$ cat config.mk
export PLATFORM = sky130hd
export DESIGN_NAME = pipe_hazard_sequencer
export DESIGN_NICKNAME = d
export VERILOG_FILES = /design/src/rtl/mips_pkg.sv /design/src/rtl/pipe_hazard_sequencer_hazard_compare.sv /design/src/rtl/pipe_hazard_sequencer.sv
export SDC_FILE = /design/constraint.sdc
export NUM_CORES = 1
export LEC_CHECK = 0
export BUFFER_PORTS_ARGS = -buffer_cell sky130_fd_sc_hd__buf_2
export CAP_MARGIN = 20
export CORE_ASPECT_RATIO = 1.25
export CORE_MARGIN = 2
export CORE_UTILIZATION = 45
export DETAILED_ROUTE_END_ITERATION = 6
export PLACE_DENSITY = 0.69
export SETUP_SLACK_MARGIN = 0.15
export SLEW_MARGIN = 10
export SYNTH_ARGS = -nofsm -noshare
export SYNTH_HDL_FRONTEND = slang
export SYNTH_SLANG_ARGS = --single-unit
$ cat constraint.sdc
create_clock -name clk -period 5.9 [get_ports clk]
set_input_delay 1.18 -clock clk [delete_from_list [all_inputs] [get_ports clk]]
set_output_delay 1.18 -clock clk [all_outputs]
set_load 0.01 [all_outputs]
$ cat src/rtl/mips_pkg.sv
// Shared MIPS pipeline definitions: opcode constants used by the ID-stage
// control decoder and the hazard sequencer, plus the sequencer FSM states.
package mips_pkg;

    localparam int unsigned OP_W  = 6;
    localparam int unsigned REG_W = 5;

    localparam logic [OP_W-1:0] OP_RTYPE = 6'b000000;
    localparam logic [OP_W-1:0] OP_ADDI  = 6'b001000;
    localparam logic [OP_W-1:0] OP_LW    = 6'b100011;
    localparam logic [OP_W-1:0] OP_SW    = 6'b101011;
    localparam logic [OP_W-1:0] OP_BEQ   = 6'b000100;
    localparam logic [OP_W-1:0] OP_J     = 6'b000010;

    typedef enum logic [1:0] {
        RUN      = 2'd0,
        MEM_WAIT = 2'd1,
        ERROR    = 2'd2
    } seq_state_e;

endpackage

$ cat src/rtl/pipe_hazard_sequencer_hazard_compare.sv
// Combinational hazard detection for the instruction in ID.
// Ports:
//   id_opcode, id_rs, id_rt        : instruction currently in ID
//   ex_reg_write, ex_mem_read,
//   ex_rd                          : EX-stage producer
//   mem_mem_read, mem_rd           : MEM-stage load
//   uses_rs, uses_rt               : which source fields the ID opcode reads
//   load_use                       : lw in EX feeds a source of ID
//   br_haz                         : beq in ID needs a value not yet forwardable
module hazard_compare
    import mips_pkg::*;
(
    input  logic [OP_W-1:0]  id_opcode,
    input  logic [REG_W-1:0] id_rs,
    input  logic [REG_W-1:0] id_rt,
    input  logic             ex_reg_write,
    input  logic             ex_mem_read,
    input  logic [REG_W-1:0] ex_rd,
    input  logic             mem_mem_read,
    input  logic [REG_W-1:0] mem_rd,
    output logic             uses_rs,
    output logic             uses_rt,
    output logic             load_use,
    output logic             br_haz
);

    logic ex_match;
    logic mem_match;

    // Register 0 is hardwired to zero, so it never creates a dependency.
    always_comb begin
        uses_rt   = (id_opcode == OP_RTYPE) || (id_opcode == OP_BEQ) || (id_opcode == OP_SW);
        uses_rs   = (id_opcode != OP_J);
        ex_match  = (ex_rd != '0) &&
                    ((uses_rs && (ex_rd == id_rs)) || (uses_rt && (ex_rd == id_rt)));
        mem_match = (mem_rd != '0) &&
                    ((uses_rs && (mem_rd == id_rs)) || (uses_rt && (mem_rd == id_rt)));
        load_use  = ex_mem_read && ex_match;
        // A lw in EX stalls twice: once here as an EX writer, once as a MEM load.
        br_haz    = (id_opcode == OP_BEQ) &&
                    ((ex_reg_write && ex_match) || (mem_mem_read && mem_match));
    end

endmodule

$ cat src/rtl/pipe_hazard_sequencer.sv
// Pipeline sequencer: bubbles on load-use / branch-operand hazards, freezes
// the pipeline while data memory is busy, gates IF flushes, and tracks stall
// and flush performance counters. Control outputs are combinational.
// Ports:
//   clk, rst                       : clock, synchronous active-high reset
//   id_*, ex_*, mem_*              : stage fields used for hazard detection
//   dmem_req, dmem_ready           : data-memory handshake from MEM
//   pc_write, ifid_write           : PC and IF/ID update enables
//   idex_bubble, if_flush          : ID/EX control zeroing, IF/ID clear
//   stall_all                      : freeze ID/EX, EX/MEM, MEM/WB
//   timeout_err                    : sticky data-memory timeout
//   stall_cycles, flush_count      : saturating performance counters
module pipe_hazard_sequencer
    import mips_pkg::*;
#(
    parameter int unsigned DMEM_TIMEOUT = 15,
    parameter int unsigned CNT_W        = 16
) (
    input  logic             clk,
    input  logic             rst,
    input  logic [OP_W-1:0]  id_opcode,
    input  logic [REG_W-1:0] id_rs,
    input  logic [REG_W-1:0] id_rt,
    input  logic             id_br_taken,
    input  logic             ex_reg_write,
    input  logic             ex_mem_read,
    input  logic [REG_W-1:0] ex_rd,
    input  logic             mem_reg_write,
    input  logic             mem_mem_read,
    input  logic [REG_W-1:0] mem_rd,
    input  logic             dmem_req,
    input  logic             dmem_ready,
    output logic             pc_write,
    output logic             ifid_write,
    output logic             idex_bubble,
    output logic             if_flush,
    output logic             stall_all,
    output logic             timeout_err,
    output logic [CNT_W-1:0] stall_cycles,
    output logic [CNT_W-1:0] flush_count
);

    localparam int unsigned WAIT_W = $clog2(DMEM_TIMEOUT + 1);

    seq_state_e        state_q, state_d;
    logic [WAIT_W-1:0] wait_q, wait_d;
    logic              err_q, err_d;
    logic [CNT_W-1:0]  stall_q, stall_d;
    logic [CNT_W-1:0]  flush_q, flush_d;

    logic uses_rs, uses_rt, load_use, br_haz;
    logic mem_busy;
    logic unused_sigs;

    hazard_compare u_hazard_compare (
        .id_opcode    (id_opcode),
        .id_rs        (id_rs),
        .id_rt        (id_rt),
        .ex_reg_write (ex_reg_write),
        .ex_mem_read  (ex_mem_read),
        .ex_rd        (ex_rd),
        .mem_mem_read (mem_mem_read),
        .mem_rd       (mem_rd),
        .uses_rs      (uses_rs),
        .uses_rt      (uses_rt),
        .load_use     (load_use),
        .br_haz       (br_haz)
    );

    // MEM-stage writes need no stall: they are forwarded or already written.
    assign unused_sigs = ^{mem_reg_write, uses_rs, uses_rt};
    assign mem_busy    = dmem_req && !dmem_ready;

    // State register.
    always_ff @(posedge clk) begin
        if (rst) begin
            state_q <= RUN;
            wait_q  <= '0;
            err_q   <= 1'b0;
            stall_q <= '0;
            flush_q <= '0;
        end else begin
            state_q <= state_d;
            wait_q  <= wait_d;
            err_q   <= err_d;
            stall_q <= stall_d;
            flush_q <= flush_d;
        end
    end

    // Output priority, next-state and counter update.
    always_comb begin
        state_d     = state_q;
        wait_d      = wait_q;
        err_d       = err_q;
        stall_d     = stall_q;
        flush_d     = flush_q;
        pc_write    = 1'b1;
        ifid_write  = 1'b1;
        idex_bubble = 1'b0;
        if_flush    = 1'b0;
        stall_all   = 1'b0;

        if (state_q == ERROR) begin
            pc_write    = 1'b0;
            ifid_write  = 1'b0;
            idex_bubble = 1'b1;
            stall_all   = 1'b1;
        end else if (mem_busy) begin
            // Freeze only: a flush or bubble is re-evaluated once memory releases.
            pc_write   = 1'b0;
            ifid_write = 1'b0;
            stall_all  = 1'b1;
        end else if (load_use || br_haz) begin
            pc_write    = 1'b0;
            ifid_write  = 1'b0;
            idex_bubble = 1'b1;
        end else begin
            if_flush = (id_opcode == OP_J) || ((id_opcode == OP_BEQ) && id_br_taken);
        end

        // Reset cycle: hold fetch, bubble ID/EX, but let the back end drain.
        if (rst) begin
            pc_write    = 1'b0;
            ifid_write  = 1'b0;
            idex_bubble = 1'b1;
            if_flush    = 1'b0;
            stall_all   = 1'b0;
        end

        unique case (state_q)
            RUN: begin
                if (mem_busy) begin
                    state_d = MEM_WAIT;
                    wait_d  = WAIT_W'(1);
                end
            end
            MEM_WAIT: begin
                if (!mem_busy) begin
                    state_d = RUN;
                end else if (wait_q == WAIT_W'(DMEM_TIMEOUT)) begin
                    state_d = ERROR;
                    err_d   = 1'b1;
                end else begin
                    wait_d = wait_q + WAIT_W'(1);
                end
            end
            ERROR: begin
                state_d = ERROR;
            end
            default: begin
                state_d = RUN;
            end
        endcase

        if (state_q != ERROR) begin
            if (!pc_write && (stall_q != '1)) begin
                stall_d = stall_q + CNT_W'(1);
            end
            if (if_flush && (flush_q != '1)) begin
                flush_d = flush_q + CNT_W'(1);
            end
        end
    end

    assign timeout_err  = err_q;
    assign stall_cycles = stall_q;
    assign flush_count  = flush_q;

endmodule

==> impl_results.html, run 1 <==
<table>
<tr><th>Metric</th><th>Value</th></tr>
<tr><th colspan="2">Run status</th></tr>
<tr><td>Outcome</td><td>completed</td></tr>
<tr><th colspan="2">Yosys</th></tr>
<tr><td>Cell type contributing the most total cell area after synthesis</td><td>dfxtp_1</td></tr>
<tr><td>Async S/R FF share, synth</td><td>0</td></tr>
<tr><td>Top post-synthesis cells by area</td><td>dfxtp_1 34%, xor2_1 6.0%, xnor2_1 5.3%</td></tr>
<tr><td>Netlist area before placement</td><td>around 0.0023 sq mm</td></tr>
<tr><td>Sequential area share after synthesis</td><td>0.3358</td></tr>
<tr><td>#FFs+latches synth</td><td>39</td></tr>
<tr><td>Area share of the leading cell type in the synthesized netlist</td><td>0.3358</td></tr>
<tr><td>Top FF cell, synth</td><td>dfxtp_1</td></tr>
<tr><td>Count of flip-flops with a built-in enable after synthesis</td><td>0</td></tr>
<tr><td>Synth Warn #</td><td>0</td></tr>
<tr><td>Yosys cell types</td><td>55</td></tr>
<tr><td>Number of instances in the synthesized netlist</td><td>~270</td></tr>
<tr><td>Post-synthesis area per instance</td><td>8.484 sq um</td></tr>
<tr><td>Synthesized Nets</td><td>312</td></tr>
<tr><th colspan="2">Global route</th></tr>
<tr><td>Remaining global-route overflow</td><td>0</td></tr>
<tr><td>GRT Max-Usage Layer</td><td>met2</td></tr>
<tr><td>Total routing usage reported by global routing</td><td>0.1929</td></tr>
<tr><td>GR Layer Usage met1</td><td>0.2285</td></tr>
<tr><td>M3 GR Usage</td><td>0.04155</td></tr>
<tr><td>Met2 GRT Util</td><td>0.3398</td></tr>
<tr><td>Vias in the first global route</td><td>slightly above 2k</td></tr>
<tr><td>First-pass GRT wire length</td><td>8783 um</td></tr>
<tr><td>Initial antenna violation count</td><td>0</td></tr>
<tr><td>Pin count of the biggest net entering global routing</td><td>43</td></tr>
<tr><th colspan="2">Clock tree</th></tr>
<tr><td>Clock tree from TritonCTS</td><td>done</td></tr>
<tr><td>TritonCTS buffer count</td><td>5</td></tr>
<tr><td>Clock H-tree levels</td><td>2</td></tr>
<tr><td>Buffers inserted during post-CTS setup optimization</td><td>0</td></tr>
<tr><td>Clock edge transition at the registers on the reported setup and hold paths</td><td>about 0.08 ns</td></tr>
<tr><td>Number of hold-repair buffers added at the cts stage</td><td>0</td></tr>
<tr><td>CTS Root Cell</td><td>clkbuf_8</td></tr>
<tr><td>Clock Path Buffers</td><td>2</td></tr>
<tr><td>Clock latency of the later-clocked register in the worst-skew pair</td><td>between 0.2 and 0.3 ns</td></tr>
<tr><td>Total clock sinks</td><td>39</td></tr>
<tr><td>Total of cells resized after clock tree synthesis</td><td>0</td></tr>
<tr><th colspan="2">Power</th></tr>
<tr><td>Static leakage</td><td>about 1.1 nW</td></tr>
<tr><td>VDD IR-drop max</td><td>0.1427 mV</td></tr>
<tr><td>Overall power</td><td>0.0005640 W</td></tr>
<tr><td>Internal cell power</td><td>0.0004297 W</td></tr>
<tr><td>Switching Share</td><td>0.2382</td></tr>
<tr><td>Cell area power density</td><td>roughly 200 mW/mm^2</td></tr>
<tr><td>Share of power burned in registers</td><td>0.477</td></tr>
<tr><td>Proportion of power drawn by the clock network</td><td>0.410</td></tr>
<tr><td>Switch Pwr</td><td>between 0.0001 and 0.00015 W</td></tr>
<tr><td>Share of total power in combinational logic</td><td>0.113</td></tr>
<tr><th colspan="2">Route</th></tr>
<tr><td>Router iterations before antenna repair</td><td>6</td></tr>
<tr><td>Via count</td><td>2,224</td></tr>
<tr><td>Number of antenna-violating nets in the routed design</td><td>0</td></tr>
<tr><td>Drt first-iter violations</td><td>between 60 and 70</td></tr>
<tr><td>Mean routed wirelength per cell</td><td>roughly 13 um</td></tr>
<tr><td>Routed WL</td><td>between 5000 and 6000 um</td></tr>
<tr><td>DRC violations left</td><td>0</td></tr>
<tr><td>Ratio of routed vias to standard cells</td><td>5.478</td></tr>
<tr><th colspan="2">Worst hold path</th></tr>
<tr><td>Hold-critical path depth</td><td>2</td></tr>
<tr><td>Worst min path class</td><td>reg2reg</td></tr>
<tr><td>Hold Crit Start</td><td>timeout_err</td></tr>
<tr><td>WHS Endpoint</td><td>timeout_err</td></tr>
<tr><th colspan="2">Layout</th></tr>
<tr><td>Nets@finish</td><td>between 300 and 400</td></tr>
<tr><td>Share of layout cells above drive strength 1</td><td>0.2849</td></tr>
<tr><td>Syn-to-layout area delta</td><td>21.04%</td></tr>
<tr><td>Filler instances</td><td>around 470</td></tr>
<tr><td>Number of diodes added for antenna fixing</td><td>0</td></tr>
<tr><th colspan="2">Timing</th></tr>
<tr><td>Least-Margin Pin Slew</td><td>approximately 0.79 ns</td></tr>
<tr><td>Final-report max-slew violation count</td><td>0</td></tr>
<tr><td>Setup violators final</td><td>0</td></tr>
<tr><td>Relative slew slack</td><td>0.4759</td></tr>
<tr><td>Final worst path period need</td><td>between 4 and 5 ns</td></tr>
<tr><td>Post-route setup TNS</td><td>0 ns</td></tr>
<tr><td>Maximum clock frequency</td><td>approximately 230 MHz</td></tr>
<tr><td>Fraction of the cycle the final worst path needs</td><td>0.7364</td></tr>
<tr><td>Skew final</td><td>approximately 0.009 ns</td></tr>
<tr><td>Unrepaired setup endpoints after global routing</td><td>no</td></tr>
<tr><td>Final Hold Fails</td><td>0</td></tr>
<tr><th colspan="2">Floorplan</th></tr>
<tr><td>Initial core utilization</td><td>0.4609</td></tr>
<tr><td>Row Count</td><td>29</td></tr>
<tr><td>Number of top-level pins</td><td>73</td></tr>
<tr><td>DIE WIDTH</td><td>between 60 and 70 um</td></tr>
<tr><td>DIE AREA</td><td>between 0.005 and 0.006 sq mm</td></tr>
<tr><td>Core area</td><td>0.005044 sq mm</td></tr>
<tr><td>Die height</td><td>84.36 um</td></tr>
<tr><th colspan="2">Setup path</th></tr>
<tr><td>Critical path peak fanout</td><td>12</td></tr>
<tr><td>Critical path's slowest cell</td><td>or4_4</td></tr>
<tr><td>Cell mode on critical path</td><td>buf_2</td></tr>
<tr><td>Worst-case reg-to-reg path depth</td><td>7</td></tr>
<tr><td>Reg-to-reg endpoint</td><td>flush_count[8]</td></tr>
<tr><td>Startpoint types</td><td>input pin</td></tr>
<tr><td>Minimum setup slack among reg-to-reg paths</td><td>between 3 and 4 ns</td></tr>
<tr><td>Critical path required time</td><td>roughly 4.7 ns</td></tr>
<tr><td>Largest incremental delay on the critical path</td><td>roughly 0.52 ns</td></tr>
<tr><td>Start-to-end type of the worst setup path</td><td>in2out</td></tr>
<tr><td>Cell chain of the critical path</td><td>buf_2 -&gt; and2b_1 -&gt; a41oi_1 -&gt; or4_4 -&gt; a21oi_2 -&gt; nor2_1 -&gt; and2_1 -&gt; buf_2</td></tr>
<tr><td>Arrival time at the worst endpoint</td><td>between 3 and 4 ns</td></tr>
<tr><td>Crit end category</td><td>output port</td></tr>
<tr><td>Origin of the critical flop-to-flop path</td><td>flush_count[3]</td></tr>
<tr><th colspan="2">Placed design</th></tr>
<tr><td>Number of port buffers</td><td>71</td></tr>
<tr><td>Final weighted congestion of routability-driven global placement</td><td>between 0.7 and 0.8</td></tr>
<tr><td>Placed wire-length estimate</td><td>~4000 um</td></tr>
<tr><th colspan="2">Run</th></tr>
<tr><td>Count of max-cap constraint violations</td><td>0</td></tr>
</table>
[area by class of cell]
type	count	area (sq um)	area share
inverters	9	33.78	0.01201
repair buffers	71	355.3	0.1263
well taps	62	77.57	0.02757
clock inverters	2	35.03	0.01245
clock buffers	6	82.58	0.02935
flip-flops and latches	39	780.7	0.2775
multi-input cells	217	1449	0.5149
[state kept, by name, summed over array words and instances, names as in the netlist]
register / count
flush_count: 16
stall_cycles: 16
state_q: 2
timeout_err: 1
wait_q: 4
[routing by layer]
layer / share of wire / vias to the layer above / routed length (um)
li1: - / 1126 / -
met1: 0.42 / 1031 / 2199
met2: 0.51 / 61 / 2653
met3: 0.056 / 6 / 292
met4: 0.012 / 0 / 60
met5: 0 / - / 0
[cells in the final DEF (no fill, tap or decap), types with 2 or more instances in the layout]
cell      synthesis  final
a21oi_1          23     23
nor4_1            2      2
o21ai_2           2      2
nand3_1          13     13
buf_2             1     71
nor3_1            8      8
a21o_2            3      3
and2_1            3      3
ha_1              3      3
dfxtp_1          39     39
a41oi_1           2      2
o211ai_1          2      2
mux2i_1           2      2
and3_1            6      6
o21ai_0          12     12
or4_1             8      8
clkbuf_8          0      6
mux2_1            2      2
xnor2_1          14     14
o31ai_1           6      6
inv_1             9      9
xor2_1           16     16
nor2b_1           5      5
nand2b_1          2      2
or3_1             8      8
nor4_4            2      2
nand2_1          14     14
or4_4             2      2
nor2_1           29     29
nand4_1           6      6
[synth_stat cells (all sizes together) (2+ instances only)]
master / instances
dfxtp: 39
o211ai: 2
ha: 3
inv: 9
nand3: 13
o31ai: 6
nand2b: 2
nor4: 4
a21oi: 24
o21ai: 15
nor2b: 5
nand4: 7
nand2: 14
and3: 8
nor3: 8
and2: 3
xor2: 16
buf: 6
nor2: 29
or4: 10
and2b: 2
mux2: 2
a211oi: 2
clkbuf: 3
or2: 2
a41oi: 2
a21o: 3
or3: 8
mux2i: 2
xnor2: 14
[stage by stage]
step / setup WS (ns) / utilization / std cells / hold WS, ns / cell area (sq um)
2_1_floorplan: 2.009 / - / 274 / 0.4665 / 2325
3_3_place_gp: 1.527 / 0.5346 / 398 / 0.4589 / 2696
3_5_place_dp: 1.535 / 0.5346 / 398 / 0.4676 / 2696
4_1_cts: 1.524 / 0.5579 / 406 / 0.4884 / 2814
5_1_grt: 1.412 / 0.5579 / 406 / 0.5254 / 2814
6_report: 1.555 / 0.5579 / 406 / 0.4847 / 2814
[logic make-up (layout without fill, tap and decap cells)]
kind of cell / count (synthesis) / in the layout / share of synthesized area
AOI/OAI and AO/OA: 60 / 60 / 0.1728
DFF: 39 / 39 / 0.3358
muxes: 4 / 4 / 0.01830
xor gates and xnor gates: 30 / 30 / 0.1130
and+or+nand+nor: 120 / 120 / 0.3030
buffers and inverters: 18 / 88 / 0.04090
adders and majority gates: 3 / 3 / 0.01615
[power groups by stage]
stage	Combinational [W]	Clock, W	Sequential (W)
detailed placement	0.0000643	0	0.000275
finish	0.0000638	0.000231	0.000269
CTS	0.0000646	0.000239	0.000269
floorplan	0.0000382	0	0.000276
global route	0.0000715	0.000248	0.000270
global placement	0.0000634	0	0.000275
[critical path: cells and delay by family]
| family | cells | cell delay [ns] |
|---|---|---|
| AO/OA/AOI/OAI | 2 | 0.65 |
| buffers and inverters | 2 | 0.23 |
| AND/OR/NAND/NOR | 4 | 1.09 |
[worst max-delay path by stage]
stage / start / slack [ns] / to
2_1_floorplan: id_opcode[2] / 2.01 / idex_bubble
3_3_place_gp: id_opcode[2] / 1.53 / idex_bubble
3_5_place_dp: id_opcode[2] / 1.53 / idex_bubble
5_1_grt: id_opcode[2] / 1.41 / idex_bubble
4_1_cts: id_opcode[2] / 1.52 / if_flush
6_report: id_opcode[2] / 1.56 / if_flush
No activity file was read; power rests on OpenSTA's default activity.
==> run 2: changes to the inputs <==
--- a/config.mk
+++ b/config.mk
@@ -5,6 +5,7 @@
 export SDC_FILE = /design/constraint.sdc
 export NUM_CORES = 1
 export LEC_CHECK = 0
+export ABC_AREA = 1
 export BUFFER_PORTS_ARGS = -buffer_cell sky130_fd_sc_hd__buf_2
 export CAP_MARGIN = 20
 export CORE_ASPECT_RATIO = 1.25
==> constraint.sdc (replaced) <==
create_clock -name clk -period 3.9 [get_ports clk]
set_input_delay 0.78 -clock clk [delete_from_list [all_inputs] [get_ports clk]]
set_output_delay 0.78 -clock clk [all_outputs]
set_load 0.01 [all_outputs]
==> impl_results.html, run 2 <==
<table>
<tr><th>Metric</th><th>Value</th></tr>
<tr><th colspan="2">Clock tree</th></tr>
<tr><td>Clock H-tree levels</td><td>2 (unchanged)</td></tr>
<tr><td>CTS Root Cell</td><td>clkbuf_8</td></tr>
<tr><td>TritonCTS buffer count</td><td>5 (unchanged)</td></tr>
<tr><td>Buffers inserted during post-CTS setup optimization</td><td>0 (unchanged)</td></tr>
<tr><td>Clock Path Buffers</td><td>2 (unchanged)</td></tr>
<tr><td>Total of cells resized after clock tree synthesis</td><td>0 (unchanged)</td></tr>
<tr><td>Total clock sinks</td><td>39 (unchanged)</td></tr>
<tr><td>Clock edge transition at the registers on the reported setup and hold paths</td><td>0.08 ns (about the same)</td></tr>
<tr><td>Number of hold-repair buffers added at the cts stage</td><td>0 (unchanged)</td></tr>
<tr><td>Clock tree from TritonCTS</td><td>done</td></tr>
<tr><td>Clock latency of the later-clocked register in the worst-skew pair</td><td>0.29 ns (about the same)</td></tr>
<tr><th colspan="2">Setup path</th></tr>
<tr><td>Start-to-end type of the worst setup path</td><td>in2out</td></tr>
<tr><td>Cell chain of the critical path</td><td>buf_2 -&gt; inv_1 -&gt; nand2_1 -&gt; nor4_1 -&gt; a21oi_2 -&gt; nand2_2 -&gt; nand3_4 -&gt; nor2_8 -&gt; buf_2</td></tr>
<tr><td>Largest incremental delay on the critical path</td><td>0.30 ns (-0.22 ns)</td></tr>
<tr><td>Startpoint types</td><td>input pin</td></tr>
<tr><td>Worst-case reg-to-reg path depth</td><td>13 (+6)</td></tr>
<tr><td>Reg-to-reg endpoint</td><td>flush_count[1]</td></tr>
<tr><td>Crit. Startpoint</td><td>ex_rd[1]</td></tr>
<tr><td>Minimum setup slack among reg-to-reg paths</td><td>1.61 ns (-1.92 ns)</td></tr>
<tr><td>Crit end category</td><td>output port</td></tr>
<tr><td>Origin of the critical flop-to-flop path</td><td>flush_count[0]</td></tr>
<tr><td>Arrival time at the worst endpoint</td><td>2.13 ns (-1.03 ns)</td></tr>
<tr><td>Critical path required time</td><td>3.12 ns (-1.60 ns)</td></tr>
<tr><td>Critical path peak fanout</td><td>14 (+2)</td></tr>
<tr><td>Critical path's slowest cell</td><td>nor4_1</td></tr>
<tr><td>Cell mode on critical path</td><td>buf_2</td></tr>
<tr><th colspan="2">Timing</th></tr>
<tr><td>Least-Margin Pin Slew</td><td>0.4406 ns (-0.3455 ns)</td></tr>
<tr><td>Skew final</td><td>0.01069 ns (+0.001657 ns)</td></tr>
<tr><td>Post-route setup TNS</td><td>0 ns (unchanged)</td></tr>
<tr><td>Setup violators final</td><td>0 (unchanged)</td></tr>
<tr><td>Min Hold Slack</td><td>0.4537 ns (-0.03101 ns)</td></tr>
<tr><td>Maximum clock frequency</td><td>around 340 MHz</td></tr>
<tr><td>Final-report max-slew violation count</td><td>0 (unchanged)</td></tr>
<tr><td>Final Hold Fails</td><td>0 (unchanged)</td></tr>
<tr><td>Relative slew slack</td><td>0.7056 (+0.2297)</td></tr>
<tr><td>Fraction of the cycle the final worst path needs</td><td>0.7470</td></tr>
<tr><td>Final worst path period need</td><td>approximately 3 ns</td></tr>
<tr><td>Unrepaired setup endpoints after global routing</td><td>no</td></tr>
<tr><th colspan="2">Yosys</th></tr>
<tr><td>Area share of the leading cell type in the synthesized netlist</td><td>0.2723 (-0.06359)</td></tr>
<tr><td>#FFs+latches synth</td><td>39 (unchanged)</td></tr>
<tr><td>Synth Warn #</td><td>0 (unchanged)</td></tr>
<tr><td>Post-synthesis area per instance</td><td>7.116 sq um (-16%)</td></tr>
<tr><td>Top FF cell, synth</td><td>dfxtp_1</td></tr>
<tr><td>Cell type contributing the most total cell area after synthesis</td><td>dfxtp_1</td></tr>
<tr><td>Yosys cell types</td><td>37 (-33%)</td></tr>
<tr><td>Synthesized Nets</td><td>441 (+41%)</td></tr>
<tr><td>Number of instances in the synthesized netlist</td><td>403 (+47%)</td></tr>
<tr><td>Top post-synthesis cells by area</td><td>dfxtp_1 27%, nand2_1 11%, xor2_1 7.9%</td></tr>
<tr><td>Async S/R FF share, synth</td><td>0 (unchanged)</td></tr>
<tr><td>Netlist area before placement</td><td>0.002868 sq mm (+23%)</td></tr>
<tr><td>Cell types with the highest counts after synthesis</td><td>84 x nand2_1, 46 x inv_1, 39 x dfxtp_1</td></tr>
<tr><td>Sequential area share after synthesis</td><td>0.2723 (-0.06359)</td></tr>
<tr><td>Count of flip-flops with a built-in enable after synthesis</td><td>0 (unchanged)</td></tr>
<tr><td>Most frequent cell after synthesis</td><td>nand2_1</td></tr>
<tr><th colspan="2">Floorplan</th></tr>
<tr><td>Initial core utilization</td><td>0.4651 (+0.004169)</td></tr>
<tr><td>Core area</td><td>0.006166 sq mm (+22%)</td></tr>
<tr><td>DIE AREA</td><td>0.007031 sq mm (+22%)</td></tr>
<tr><td>Die height</td><td>93.25 um (+11%)</td></tr>
<tr><td>Number of top-level pins</td><td>73 (unchanged)</td></tr>
<tr><td>Row Count</td><td>32 (+10%)</td></tr>
<tr><td>DIE WIDTH</td><td>75.40 um (+10%)</td></tr>
<tr><th colspan="2">Layout</th></tr>
<tr><td>Leading cell types in the layout, fill and taps excluded</td><td>84 x nand2_1, 71 x buf_2, 46 x inv_1</td></tr>
<tr><td>End-of-flow core utilization</td><td>0.5432 (-0.01470)</td></tr>
<tr><td>Share of layout cells above drive strength 1</td><td>0.3057 (+0.02085)</td></tr>
<tr><td>Nets@finish</td><td>509 (+34%)</td></tr>
<tr><td>Filler instances</td><td>637 (+36%)</td></tr>
<tr><td>Sequential cell area</td><td>780.7 sq um (unchanged)</td></tr>
<tr><td>Syn-to-layout area delta</td><td>16.80%</td></tr>
<tr><td>Leading cell type in the layout, fill and taps excluded</td><td>nand2_1</td></tr>
<tr><td>Total area of multi-input combinational cells</td><td>0.001795 sq mm (+24%)</td></tr>
<tr><td>Number of diodes added for antenna fixing</td><td>0 (unchanged)</td></tr>
<tr><th colspan="2">Route</th></tr>
<tr><td>Mean routed wirelength per cell</td><td>12.01 um (-6.3%)</td></tr>
<tr><td>DRC violations left</td><td>0 (unchanged)</td></tr>
<tr><td>Drt first-iter violations</td><td>136 (+100%)</td></tr>
<tr><td>Via count</td><td>2,841 (+28%)</td></tr>
<tr><td>Routed WL</td><td>6680 um (+28%)</td></tr>
<tr><td>Router iterations before antenna repair</td><td>4 (-2)</td></tr>
<tr><td>Ratio of routed vias to standard cells</td><td>5.110 (-6.7%)</td></tr>
<tr><td>Number of antenna-violating nets in the routed design</td><td>0 (unchanged)</td></tr>
<tr><th colspan="2">Placed design</th></tr>
<tr><td>Placed wire-length estimate</td><td>5083 um (+28%)</td></tr>
<tr><td>Final weighted congestion of routability-driven global placement</td><td>0.9012 (+19%)</td></tr>
<tr><td>Number of port buffers</td><td>71 (unchanged)</td></tr>
<tr><th colspan="2">Power</th></tr>
<tr><td>Share of total power in combinational logic</td><td>0.127 (+0.014)</td></tr>
<tr><td>VDD IR-drop max</td><td>0.1929 mV (+35%)</td></tr>
<tr><td>Cell area power density</td><td>252.6 mW/mm^2 (+26%)</td></tr>
<tr><td>Proportion of power drawn by the clock network</td><td>0.392 (-0.018)</td></tr>
<tr><td>Static leakage</td><td>1.421 nW (+24%)</td></tr>
<tr><td>Share of power burned in registers</td><td>0.481 (+0.004)</td></tr>
<tr><td>Switch Pwr</td><td>0.0002154 W (+60%)</td></tr>
<tr><td>Switching Share</td><td>0.2546 (+0.01640)</td></tr>
<tr><td>Internal cell power</td><td>0.0006306 W (+47%)</td></tr>
<tr><th colspan="2">Global route</th></tr>
<tr><td>First-pass GRT wire length</td><td>10,980 um (+25%)</td></tr>
<tr><td>Total routing usage reported by global routing</td><td>0.1946 (+0.001657)</td></tr>
<tr><td>Remaining global-route overflow</td><td>0 (unchanged)</td></tr>
<tr><td>Initial antenna violation count</td><td>0 (unchanged)</td></tr>
<tr><td>Vias in the first global route</td><td>2,708 (+32%)</td></tr>
<tr><td>Pin count of the biggest net entering global routing</td><td>28 (-35%)</td></tr>
<tr><th colspan="2">Run</th></tr>
<tr><td>Count of max-cap constraint violations</td><td>0 (unchanged)</td></tr>
<tr><th colspan="2">Worst hold path</th></tr>
<tr><td>Worst min path class</td><td>reg2reg</td></tr>
<tr><td>WHS Endpoint</td><td>timeout_err</td></tr>
<tr><td>Hold-critical path depth</td><td>2 (unchanged)</td></tr>
<tr><td>Hold Crit Start</td><td>timeout_err</td></tr>
<tr><th colspan="2">Run status</th></tr>
<tr><td>Outcome</td><td>completed</td></tr>
</table>
[run 2: cell count changes after synthesis, sizes merged, moves of 11 or more]
| cell | before | now |
|---|---|---|
| nor2 | 29 | 43 |
| nand2 | 14 | 100 |
| inv | 9 | 49 |
| nand3 | 13 | 33 |
| a21oi | 24 | 35 |
[run 2: power groups by stage]
| stage | clock network [W] | registers [W] | logic, W |
|---|---|---|---|
| 2_1_floorplan | 0 | 0.000417 | 0.0000694 |
| 3_3_place_gp | 0 | 0.000417 | 0.000106 |
| 3_5_place_dp | 0 | 0.000417 | 0.000108 |
| 4_1_cts | 0.000341 | 0.000407 | 0.000109 |
| 5_1_grt | 0.000355 | 0.000408 | 0.000120 |
| 6_report | 0.000331 | 0.000407 | 0.000107 |
[run 2: per-layer routing]
layer | up-vias | wire length, um | track usage
met5 | - | 0 | 0
met1 | 1328 | 2759 | 0.2032
met3 | 9 | 287 | 0.03125
li1 | 1429 | - | -
met2 | 75 | 3542 | 0.3717
met4 | 0 | 90 | 0.07310
[run 2: through the flow]
step,area (sq um),setup slack (ns),total power [W],std cells
floorplan,2868,1.374,0.0004865,403
global placement,3243,1.015,0.0005226,549
detailed placement,3243,0.9741,0.0005247,549
CTS,3349,0.9719,0.0008568,556
global route,3349,0.8489,0.0008832,556
finish,3349,0.9869,0.0008460,556
[run 2: how the worst max path moves through the flow]
stage / endpoint / slack [ns] / depth (start not counted)
after detailed placement: if_flush / 0.97 / 9
after global routing: if_flush / 0.85 / 11
final: if_flush / 0.99 / 9
after global placement: if_flush / 1.02 / 11
after floorplan: pc_write / 1.37 / 8
after CTS: if_flush / 0.97 / 9
[run 2: cell type report]
| cell class | count | share of cell area |
|---|---|---|
| inverter | 51 | 0.05902 |
| sequential | 39 | 0.2331 |
| clock buffer | 5 | 0.02055 |
| tap | 85 | 0.03175 |
| clock inverter | 2 | 0.01121 |
| multi-input combinational | 302 | 0.5360 |
| timing repair buffer | 72 | 0.1083 |
[run 2: kinds of logic (layout without fill, tap and decap cells)]
logic type / after synthesis / count (layout) / share of synthesized area
AO/OA/AOI/OAI: 57 / 57 / 0.1270
XOR/XNOR: 42 / 42 / 0.1283
buffers and inverters: 62 / 130 / 0.1017
AND/OR/NAND/NOR: 200 / 200 / 0.3578
flip-flops: 39 / 39 / 0.2723
adder cells (fa/ha/maj): 3 / 3 / 0.01309
[run 2: worst max-delay path, delay by kind of cell]
kind                   cells  cell delay [ns]
buffers and inverters      3             0.38
AOI/OAI and AO/OA          1             0.06
and+or+nand+nor            5             0.91
==> run 3: changes to the inputs <==
--- a/config.mk
+++ b/config.mk
@@ -12,7 +12,7 @@
 export CORE_MARGIN = 2
 export CORE_UTILIZATION = 45
 export DETAILED_ROUTE_END_ITERATION = 6
-export PLACE_DENSITY = 0.69
+export PLACE_DENSITY = 0.66
 export SETUP_SLACK_MARGIN = 0.15
 export SLEW_MARGIN = 10
 export SYNTH_ARGS = -nofsm -noshare
==> constraint.sdc (replaced) <==
create_clock -name clk -period 2.75 [get_ports clk]
set_input_delay 0.55 -clock clk [delete_from_list [all_inputs] [get_ports clk]]
set_output_delay 0.55 -clock clk [all_outputs]
set_load 0.01 [all_outputs]
==> impl_results.html, run 3 (same netlist as run 2, synthesis figures left out) <==
<table>
<tr><th>Metric</th><th>Value</th></tr>
<tr><th colspan="2">Worst hold path</th></tr>
<tr><td>Hold-critical path depth</td><td>2 (unchanged)</td></tr>
<tr><td>Worst min path class</td><td>reg2reg</td></tr>
<tr><th colspan="2">Global route</th></tr>
<tr><td>First-pass GRT wire length</td><td>11,140 um (+1.4%)</td></tr>
<tr><td>Met2 GRT Util</td><td>0.3522 (-0.01957)</td></tr>
<tr><td>Vias in the first global route</td><td>2,590 (-4.4%)</td></tr>
<tr><td>GR Layer Usage met1</td><td>0.2322 (+0.02902)</td></tr>
<tr><td>Pin count of the biggest net entering global routing</td><td>27 (-3.6%)</td></tr>
<tr><td>GRT Max-Usage Layer</td><td>met2</td></tr>
<tr><td>M3 GR Usage</td><td>0.03125 (unchanged)</td></tr>
<tr><td>Remaining global-route overflow</td><td>0 (unchanged)</td></tr>
<tr><td>Initial antenna violation count</td><td>0 (unchanged)</td></tr>
<tr><td>Total routing usage reported by global routing</td><td>0.1964 (+0.001861)</td></tr>
<tr><th colspan="2">Setup path</th></tr>
<tr><td>Start-to-end type of the worst setup path</td><td>in2out</td></tr>
<tr><td>Worst-case reg-to-reg path depth</td><td>10 (-3)</td></tr>
<tr><td>Crit. Startpoint</td><td>id_opcode[5]</td></tr>
<tr><td>Arrival time at the worst endpoint</td><td>1.69 ns (-0.44 ns)</td></tr>
<tr><td>Origin of the critical flop-to-flop path</td><td>stall_cycles[0]</td></tr>
<tr><td>Reg-to-reg endpoint</td><td>stall_cycles[5]</td></tr>
<tr><td>Minimum setup slack among reg-to-reg paths</td><td>0.64 ns (-0.97 ns)</td></tr>
<tr><td>Startpoint types</td><td>input pin</td></tr>
<tr><td>Critical path required time</td><td>2.20 ns (-0.92 ns)</td></tr>
<tr><td>Capturing element of the worst setup path</td><td>if_flush</td></tr>
<tr><td>Critical path peak fanout</td><td>3 (-11)</td></tr>
<tr><td>Crit end category</td><td>output port</td></tr>
<tr><th colspan="2">Layout</th></tr>
<tr><td>Leading cell type in the layout, fill and taps excluded</td><td>nand2_1</td></tr>
<tr><td>Filler instances</td><td>678 (+6.4%)</td></tr>
<tr><td>Number of diodes added for antenna fixing</td><td>0 (unchanged)</td></tr>
<tr><td>Share of layout cells above drive strength 1</td><td>0.3116 (+0.005846)</td></tr>
<tr><td>Nets@finish</td><td>512 (+0.59%)</td></tr>
<tr><td>Leading cell types in the layout, fill and taps excluded</td><td>84 x nand2_1, 71 x buf_2, 46 x inv_1</td></tr>
<tr><td>Syn-to-layout area delta</td><td>18.63%</td></tr>
<tr><th colspan="2">Power</th></tr>
<tr><td>VDD IR-drop max</td><td>0.4158 mV (+120%)</td></tr>
<tr><td>Proportion of power drawn by the clock network</td><td>0.440 (+0.048)</td></tr>
<tr><td>Switch Pwr</td><td>0.0003132 W (+45%)</td></tr>
<tr><td>Cell area power density</td><td>383.5 mW/mm^2 (+52%)</td></tr>
<tr><td>Internal cell power</td><td>0.0009915 W (+57%)</td></tr>
<tr><td>Static leakage</td><td>1.448 nW (+2.0%)</td></tr>
<tr><td>Switching Share</td><td>0.2400 (-0.01452)</td></tr>
<tr><td>Share of power burned in registers</td><td>0.443 (-0.038)</td></tr>
<tr><td>Share of total power in combinational logic</td><td>0.117 (-0.010)</td></tr>
<tr><th colspan="2">Clock tree</th></tr>
<tr><td>Number of hold-repair buffers added at the cts stage</td><td>0 (unchanged)</td></tr>
<tr><td>Clock latency of the later-clocked register in the worst-skew pair</td><td>0.29 ns (about the same)</td></tr>
<tr><td>Clock edge transition at the registers on the reported setup and hold paths</td><td>0.08 ns (about the same)</td></tr>
<tr><td>Clock Path Buffers</td><td>2 (unchanged)</td></tr>
<tr><td>Clock H-tree levels</td><td>2 (unchanged)</td></tr>
<tr><td>Total clock sinks</td><td>39 (unchanged)</td></tr>
<tr><td>Total of cells resized after clock tree synthesis</td><td>0 (unchanged)</td></tr>
<tr><td>CTS Root Cell</td><td>clkbuf_8</td></tr>
<tr><td>Clock tree from TritonCTS</td><td>done</td></tr>
<tr><td>TritonCTS buffer count</td><td>5 (unchanged)</td></tr>
<tr><td>Buffers inserted during post-CTS setup optimization</td><td>0 (unchanged)</td></tr>
<tr><th colspan="2">Route</th></tr>
<tr><td>Ratio of routed vias to standard cells</td><td>4.918 (-3.8%)</td></tr>
<tr><td>Drt first-iter violations</td><td>116 (-15%)</td></tr>
<tr><td>Mean routed wirelength per cell</td><td>11.43 um (-4.9%)</td></tr>
<tr><td>DRC violations left</td><td>0 (unchanged)</td></tr>
<tr><td>Number of antenna-violating nets in the routed design</td><td>0 (unchanged)</td></tr>
<tr><td>Routed WL</td><td>6400 um (-4.2%)</td></tr>
<tr><td>Via count</td><td>2,754 (-3.1%)</td></tr>
<tr><td>Router iterations before antenna repair</td><td>4 (unchanged)</td></tr>
<tr><th colspan="2">Placed design</th></tr>
<tr><td>Placed wire-length estimate</td><td>4948 um (-2.7%)</td></tr>
<tr><td>Final weighted congestion of routability-driven global placement</td><td>0.8463 (-6.1%)</td></tr>
<tr><td>Number of port buffers</td><td>71 (unchanged)</td></tr>
<tr><td>Pre-CTS worst setup slack</td><td>0.4946 ns (-0.4795 ns)</td></tr>
<tr><th colspan="2">Timing</th></tr>
<tr><td>Setup slack after layout</td><td>0.5115 ns (-0.4754 ns)</td></tr>
<tr><td>Post-route setup TNS</td><td>0 ns (unchanged)</td></tr>
<tr><td>Maximum clock frequency</td><td>roughly 450 MHz</td></tr>
<tr><td>Final-report max-slew violation count</td><td>0 (unchanged)</td></tr>
<tr><td>Fraction of the cycle the final worst path needs</td><td>0.8140</td></tr>
<tr><td>Final Hold Fails</td><td>0 (unchanged)</td></tr>
<tr><td>Setup violators final</td><td>0 (unchanged)</td></tr>
<tr><td>Final worst path period need</td><td>2.239 ns</td></tr>
<tr><td>Relative slew slack</td><td>0.7324 (+0.02678)</td></tr>
<tr><td>Skew final</td><td>0.01455 ns (+0.003866 ns)</td></tr>
<tr><td>Unrepaired setup endpoints after global routing</td><td>no</td></tr>
<tr><td>Least-Margin Pin Slew</td><td>0.4015 ns (-0.03912 ns)</td></tr>
<tr><th colspan="2">Floorplan</th></tr>
<tr><td>Initial core utilization</td><td>0.4651 (unchanged)</td></tr>
<tr><td>Core area</td><td>0.006166 sq mm (unchanged)</td></tr>
<tr><td>Row Count</td><td>32 (unchanged)</td></tr>
<tr><td>DIE WIDTH</td><td>75.40 um (unchanged)</td></tr>
<tr><td>Number of top-level pins</td><td>73 (unchanged)</td></tr>
<tr><td>DIE AREA</td><td>0.007031 sq mm (unchanged)</td></tr>
<tr><td>Die height</td><td>93.25 um (unchanged)</td></tr>
<tr><th colspan="2">Run status</th></tr>
<tr><td>Outcome</td><td>completed</td></tr>
<tr><th colspan="2">Run</th></tr>
<tr><td>Count of max-cap constraint violations</td><td>0 (unchanged)</td></tr>
</table>
-- run 3: cell types whose count changed in the layout (fill, tap and decap cells not counted), sizes merged --
cell / change
buf: +3
bufinv: +1
-- run 3: worst max-delay path: stages --
cell and delay (ns):
buf_2 0.11, nor2_2 0.13, nand2_1 0.09, nor2_2 0.11, nor2_1 0.05, nand2_1 0.06
nand2_1 0.06, nand2_2 0.10, nand3_4 0.15, nor2_8 0.14, buf_2 0.14
-- run 3: layout make-up --
| class | count | area (sq um) | share of cell area |
|---|---|---|---|
| sequential | 39 | 780.7 | 0.2295 |
| tap | 85 | 106.4 | 0.03126 |
| clock buffer | 5 | 68.82 | 0.02023 |
| inverter | 51 | 197.7 | 0.05811 |
| clock inverter | 3 | 67.56 | 0.01986 |
| multi-input combinational | 302 | 1795 | 0.5278 |
| timing repair buffer | 75 | 385.4 | 0.1133 |
-- run 3: metal layers --
layer  vias to the layer above  wire length [um]
li1                       1430                 -
met5                         -                 0
met1                      1260              2759
met4                         0                89
met2                        57              3270
met3                         7               281
-- run 3: power by group through the flow --
stage	clock network, W	logic, W	registers, W
after floorplan	0	0.0000985	0.000591
after global placement	0	0.000151	0.000591
after detailed placement	0	0.000154	0.000591
after CTS	0.000589	0.000155	0.000578
after global routing	0.000612	0.000171	0.000580
final	0.000574	0.000152	0.000578
-- run 3: worst min-delay path by stage --
| stage | from | endpoint | slack [ns] |
|---|---|---|---|
| floorplan | wait_q[0] | wait_q[0] | 0.45 |
| global placement | timeout_err | timeout_err | 0.44 |
| detailed placement | timeout_err | timeout_err | 0.44 |
| CTS | timeout_err | timeout_err | 0.45 |
| global route | timeout_err | timeout_err | 0.47 |
| finish | timeout_err | timeout_err | 0.45 |
-- run 3: stage by stage --
stage / util / instances / hold slack (ns) / cell area, sq um / power [W]
floorplan: - / 403 / 0.4528 / 2868 / 0.0006899
global placement: 0.5296 / 552 / 0.4394 / 3266 / 0.0007425
detailed placement: 0.5296 / 552 / 0.4407 / 3266 / 0.0007451
CTS: 0.5517 / 560 / 0.4530 / 3402 / 0.001321
global route: 0.5517 / 560 / 0.4713 / 3402 / 0.001363
finish: 0.5517 / 560 / 0.4490 / 3402 / 0.001305
